===== src/rtl/sqrt_rr_sched.sv =====
// sqrt_rr_sched
//   Round-robin front end that shares one sequential square-root unit
//   (cordic_sqrt_seq) between N requesters. A request seen in IDLE is
//   granted in that same cycle. The operand is then handed to the unit with
//   a one-cycle start pulse, and the scheduler waits for the unit's busy to
//   fall. The result is returned tagged with the requester index. If busy
//   stays high for too long, a timeout is flagged.
//
// Ports
//   clk, rst     clock, synchronous active-high reset
//   req[N]       per-requester request, held with operand until gnt
//   req_din      N packed 16-bit operands, requester i at [16i+15:16i]
//   gnt[N]       one-hot accept pulse (combinational, IDLE only)
//   rsp_valid    one-cycle result strobe
//   rsp_id       requester index owning rsp_data
//   rsp_data     result, held until the next rsp_valid
//   sq_start     start pulse to the sqrt unit
//   sq_din       operand to the sqrt unit, zero when sq_start is low
//   sq_busy      busy from the sqrt unit
//   sq_dout      result from the sqrt unit
//   timeout_err  one-cycle pulse when the unit stays busy for TMO cycles
//   idle         high in IDLE with no request pending
module sqrt_rr_sched #(
  parameter int N   = 4,
  parameter int IDW = 2,
  parameter int TMO = 64
) (
  input  logic            clk,
  input  logic            rst,
  input  logic [N-1:0]    req,
  input  logic [16*N-1:0] req_din,
  output logic [N-1:0]    gnt,
  output logic            rsp_valid,
  output logic [IDW-1:0]  rsp_id,
  output logic [15:0]     rsp_data,
  output logic            sq_start,
  output logic [15:0]     sq_din,
  input  logic            sq_busy,
  input  logic [15:0]     sq_dout,
  output logic            timeout_err,
  output logic            idle
);

  localparam int CW = $clog2(TMO) + 1;
  localparam int SW = IDW + 1;

  typedef enum logic [2:0] {
    S_IDLE,
    S_ISSUE,
    S_ARM,
    S_WAIT,
    S_DONE
  } state_t;

  state_t         r_state;
  logic [IDW-1:0] r_last;
  logic [IDW-1:0] r_sel;
  logic [15:0]    r_opnd;
  logic [CW-1:0]  r_cnt;
  logic           r_rsp_valid;
  logic [IDW-1:0] r_rsp_id;
  logic [15:0]    r_rsp_data;

  logic           w_found;
  logic [IDW-1:0] w_pick;
  logic [SW-1:0]  w_sum;
  logic [IDW-1:0] w_idx;
  logic           w_tmo_hit;

  // Search order is last+1, last+2, ... wrapping at N, so the requester
  // served most recently has the lowest priority on the next pick.
  always_comb begin
    w_found = 1'b0;
    w_pick  = '0;
    w_sum   = '0;
    w_idx   = '0;
    for (int k = 1; k <= N; k++) begin
      w_sum = {1'b0, r_last} + SW'(k);
      if (w_sum >= SW'(N)) w_sum = w_sum - SW'(N);
      w_idx = w_sum[IDW-1:0];
      if (!w_found && req[w_idx]) begin
        w_found = 1'b1;
        w_pick  = w_idx;
      end
    end
  end

  assign w_tmo_hit = (r_cnt == CW'(TMO - 1));

  always_ff @(posedge clk) begin
    if (rst) begin
      r_state     <= S_IDLE;
      r_last      <= IDW'(N - 1);
      r_rsp_valid <= 1'b0;
      r_rsp_id    <= '0;
      r_rsp_data  <= '0;
    end else begin
      r_rsp_valid <= 1'b0;
      case (r_state)
        S_IDLE: begin
          if (w_found) begin
            r_sel   <= w_pick;
            r_opnd  <= req_din[16*w_pick +: 16];
            r_last  <= w_pick;
            r_state <= S_ISSUE;
          end
        end
        S_ISSUE: r_state <= S_ARM;
        // The unit's busy is not meaningful until the cycle after start,
        // so this cycle only clears the watchdog.
        S_ARM: begin
          r_cnt   <= '0;
          r_state <= S_WAIT;
        end
        S_WAIT: begin
          r_cnt <= r_cnt + 1'b1;
          if (!sq_busy)       r_state <= S_DONE;
          else if (w_tmo_hit) r_state <= S_IDLE;
        end
        S_DONE: begin
          r_rsp_data  <= sq_dout;
          r_rsp_id    <= r_sel;
          r_rsp_valid <= 1'b1;
          r_state     <= S_IDLE;
        end
        default: r_state <= S_IDLE;
      endcase
    end
  end

  // Pulses decoded from state are masked during reset so an aborted job
  // never emits a grant, start or timeout while rst is high.
  always_comb begin
    gnt = '0;
    if (!rst && r_state == S_IDLE && w_found) gnt[w_pick] = 1'b1;
  end

  assign sq_start    = !rst && (r_state == S_ISSUE);
  assign sq_din      = sq_start ? r_opnd : 16'h0000;
  assign timeout_err = !rst && (r_state == S_WAIT) && sq_busy && w_tmo_hit;
  assign idle        = (r_state == S_IDLE) && (req == '0);
  assign rsp_valid   = r_rsp_valid;
  assign rsp_id      = r_rsp_id;
  assign rsp_data    = r_rsp_data;

endmodule

===== config.mk =====
export PLATFORM = sky130hd
export DESIGN_NAME = sqrt_rr_sched
export DESIGN_NICKNAME = d
export VERILOG_FILES = /design/src/rtl/sqrt_rr_sched.sv
export SDC_FILE = /design/constraint.sdc
export NUM_CORES = 1
export LEC_CHECK = 0
export BUFFER_PORTS_ARGS = -buffer_cell sky130_fd_sc_hd__buf_2
export CORE_ASPECT_RATIO = 1.25
export CORE_MARGIN = 5
export CORE_UTILIZATION = 51
export CTS_CLUSTER_DIAMETER = 80
export DETAILED_ROUTE_END_ITERATION = 7
export HOLD_SLACK_MARGIN = 0.06
export PLACE_DENSITY_LB_ADDON = 0.15
export SETUP_SLACK_MARGIN = 0.02
export SYNTH_ARGS = -nofsm -noshare
export SYNTH_HDL_FRONTEND = slang
export SYNTH_SLANG_ARGS = --single-unit

===== constraint.sdc =====
create_clock -name clk -period 5.1 [get_ports clk]
set_input_delay 0.51 -clock clk [delete_from_list [all_inputs] [get_ports clk]]
set_output_delay 0.51 -clock clk [all_outputs]
set_load 0.01 [all_outputs]

==> results.toml <==
[global_routing]
grt_util_met1 = 0.237
use_met3 = 0.0574
grt_overflow = 0
antenna_found_initial = 0
grt_pass1_vias = 2501
track_usage = 0.191
gr-max-usage-layer = "met2"
grt_pass1_wl_mm = 11.3
grt_max_degree = 52
use_met2 = 0.329

[timing]
max_slew_margin = 0.297
rsz0062_at_grt = "false"
fin_crit_sh = 0.537
finalSetupViolations = 0
report.final.slew_viol_count = 0
worstMarginPinSlew_ns = 1.05
setup_ws_ns = 2.36
setup_tns_ns = 0
timing.fmax_ghz = 0.365
finClkSkew_ns = 0.00729
hold_viol = 0
min_period_ns = 2.74

[worst_setup_path]
path_buf_inv = 3
critPathTopFamily = "simple AND/OR/NAND/NOR gates"
cpMaxStageDelayCell = "or4_1"
critical-path-max-stage-delay_ns = 0.60
start_kind = "input port"
endpoint_kind = "primary output"
cpMostUsedCell = "buf_2"
crit_type = "input port to primary output"
required_ns = 4.59
crit_arrival_ns = 2.23
cp_max_fo = 19
crit_chain = "buf_2 -> or4_1 -> nand3_1 -> inv_1 -> and3_1 -> buf_2"

[placed_design]
place_ws_ns = 2.32
hpwl_mm = 5.46
port_buffers = 128
place.gp.congestion = 0.875
placed_area_sq_um = 3440

[synthesis]
synthXorXnorAreaFrac = 0.00938
syn_inst = 317
postSynthAreaPerCell_sq_um = 8.84
synth_seq_cells = 49
synth_edf_count = 25
synth_compound_area_frac = 0.291
syn-num-nets = 405
synth_area_sq_um = 2800
synth_top_family_by_area = "compound AO/OA/AOI/OAI gates"
synthAdderAreaFrac = 0.00447
synthSimpleGateAreaFrac = 0.173
yosysWarnings = 0
synth-seq-area-share = 0.439
yosys.cell_types.count = 42
muxShareOfSynthArea = 0.00357
synthArstFlopShare = 0
ys.flop_type = "edfxtp_1"

[route]
wl_per_cell_um = 14.7
drc = 0
routed_wirelength_mm = 7.26
first_pass_iters = 5
drt-vias-per-instance = 5.57
vias = 2745
drt.antenna.violating_nets = 0
drt_iter0_drc = 98

[cts]
cts_buffers = 5
cts.clk_slew.worst_paths_ns = 0.09
clockRootBuffer = "clkbuf_8"
cts.sinks = 49
ctsResizeCount = 0
cts_tree = "built"
cts-hold-fix-buffers = 0
cts_setup_buffers = 0
clock_latency_ns = 0.29
htreeDepth = 2
clock_path_buffers = 2

[power_and_ir_drop]
clockPowerShare = 0.252
p_leak_nw = 1.56
power_frac_comb = 0.277
power_switching_uw = 293
power_density_nw_per_um2 = 279
p_int_uw = 695
vdd_drop_max_mv = 0.163
seq_power_share = 0.471
p_sw_frac = 0.297

[floorplanning]
coreArea_sq_um = 5370
pin_count = 129
start_util = 0.522
die_w_um = 76.3
die_h_um = 92.9
dieArea_sq_um = 7080
placementRows = 30

[final_layout]
syn_to_final_growth_pct = 26.4
nets = 516
final_util = 0.660
antennaDiodeCount = 0
final_layout_size_suffix_gt1_frac = 0.357
stdcell_area_sq_um = 3540
num-fill-cells = 475

[run]
cap_violations = 0

[outcome]
status = "complete, no violations"

[min_path]
worstHoldPathType = "input port to flip-flop"
-- registers in the layout, summed over array words and instances, names as in the netlist --
name	flops
rsp_valid	1
r_opnd	16
r_state	3
r_last	2
rsp_data	16
r_cnt	7
rsp_id	2
r_sel	2
-- kinds of logic (layout without fill, tap and decap cells) --
family,count (synthesis),count (layout)
AO/OA/AOI/OAI,115,115
AND/OR/NAND/NOR,98,98
buffers and inverters,50,162
flip-flops,49,49
XOR/XNOR,3,3
adder cells (fa/ha/maj),1,1
multiplexers,1,1
-- path summary, 6_finish.rpt --
path | cells after the start | start | to | slack (ns)
max | 6 | req[2] | gnt[3] | 2.36
min | 2 | sq_busy | r_state[2]$_SDFFE_PP0P_ | 0.42
max reg2reg | 4 | r_last[1]$_SDFFE_PP1P_ | r_opnd[3]$_DFFE_PP_ | 3.08
min reg2reg | 2 | rsp_data[3]$_SDFFE_PP0P_ | rsp_data[3]$_SDFFE_PP0P_ | 0.46
-- worst reg2reg max path: stages, from the launching register on --
cell and delay [ns]:
dfxtp_1 0.39, and3b_1 0.23, nor2_1 0.78, a311oi_1 0.21, a22oi_1 0.24
-- cells in the mapped netlist, types with 4 or more instances --
cell,instances,area share
nand2_1,42,0.056
o21ai_0,35,0.063
edfxtp_1,25,0.27
dfxtp_1,24,0.17
a21oi_1,22,0.039
clkbuf_1,22,0.029
inv_1,21,0.028
and2_1,18,0.040
a311oi_1,16,0.050
o32a_1,16,0.057
nor2_1,12,0.016
a22oi_1,10,0.027
a22oi_2,6,0.027
buf_6,4,0.016
nand2b_1,4,0.0089
nand3_1,4,0.0071
-- stage by stage --
stage / hold WS [ns] / std cells / total power [mW]
after floorplan: 0.471 / 317 / 0.671
after global placement: 0.438 / 485 / 0.742
after detailed placement: 0.443 / 485 / 0.747
after CTS: 0.407 / 493 / 0.993
after global routing: 0.414 / 493 / 1.04
final: 0.416 / 493 / 0.988
-- layer usage --
layer / vias to the layer above / routed length [um]
met5: - / 0
met4: 0 / 61
met3: 6 / 592
met2: 103 / 3730
met1: 1250 / 2880
li1: 1386 / -
-- layout make-up --
cell class / count / area, sq um / share of cell area
inverter: 21 / 78.8 / 0.0223
sequential: 49 / 1230 / 0.348
clock inverter: 2 / 10.0 / 0.00283
timing repair buffer: 133 / 678 / 0.192
clock buffer: 6 / 93.8 / 0.0265
tap: 64 / 80.1 / 0.0226
multi-input combinational: 218 / 1370 / 0.387
-- layout by cell type (no fill, tap or decap), types with 2 or more instances in the layout --
| cell type | synthesis | routed |
|---|---|---|
| dfxtp_1 | 24 | 24 |
| nand3_1 | 4 | 4 |
| or3_1 | 2 | 2 |
| a22oi_2 | 6 | 6 |
| a22oi_1 | 10 | 10 |
| nand3b_1 | 2 | 2 |
| nor2_1 | 12 | 12 |
| buf_4 | 0 | 5 |
| or2_2 | 2 | 2 |
| and2_1 | 18 | 18 |
| a21oi_1 | 22 | 21 |
| a311oi_1 | 16 | 16 |
| clkbuf_8 | 0 | 5 |
| buf_2 | 3 | 128 |
| o32a_1 | 16 | 16 |
| o21ai_0 | 35 | 35 |
| xor2_1 | 2 | 2 |
| inv_1 | 21 | 21 |
| edfxtp_1 | 25 | 25 |
| nand2_1 | 42 | 42 |
| nor4_1 | 3 | 2 |
| nor3b_1 | 3 | 3 |
| nand2b_1 | 4 | 4 |
-- power by group through the flow --
| stage | clock network [mW] | registers (mW) | logic [mW] |
|---|---|---|---|
| after floorplan | 0 | 0.468 | 0.204 |
| after global placement | 0 | 0.474 | 0.269 |
| after detailed placement | 0 | 0.474 | 0.273 |
| after CTS | 0.254 | 0.465 | 0.274 |
| after global routing | 0.272 | 0.468 | 0.301 |
| final | 0.249 | 0.465 | 0.274 |
Power figures use the tool's default switching activity.
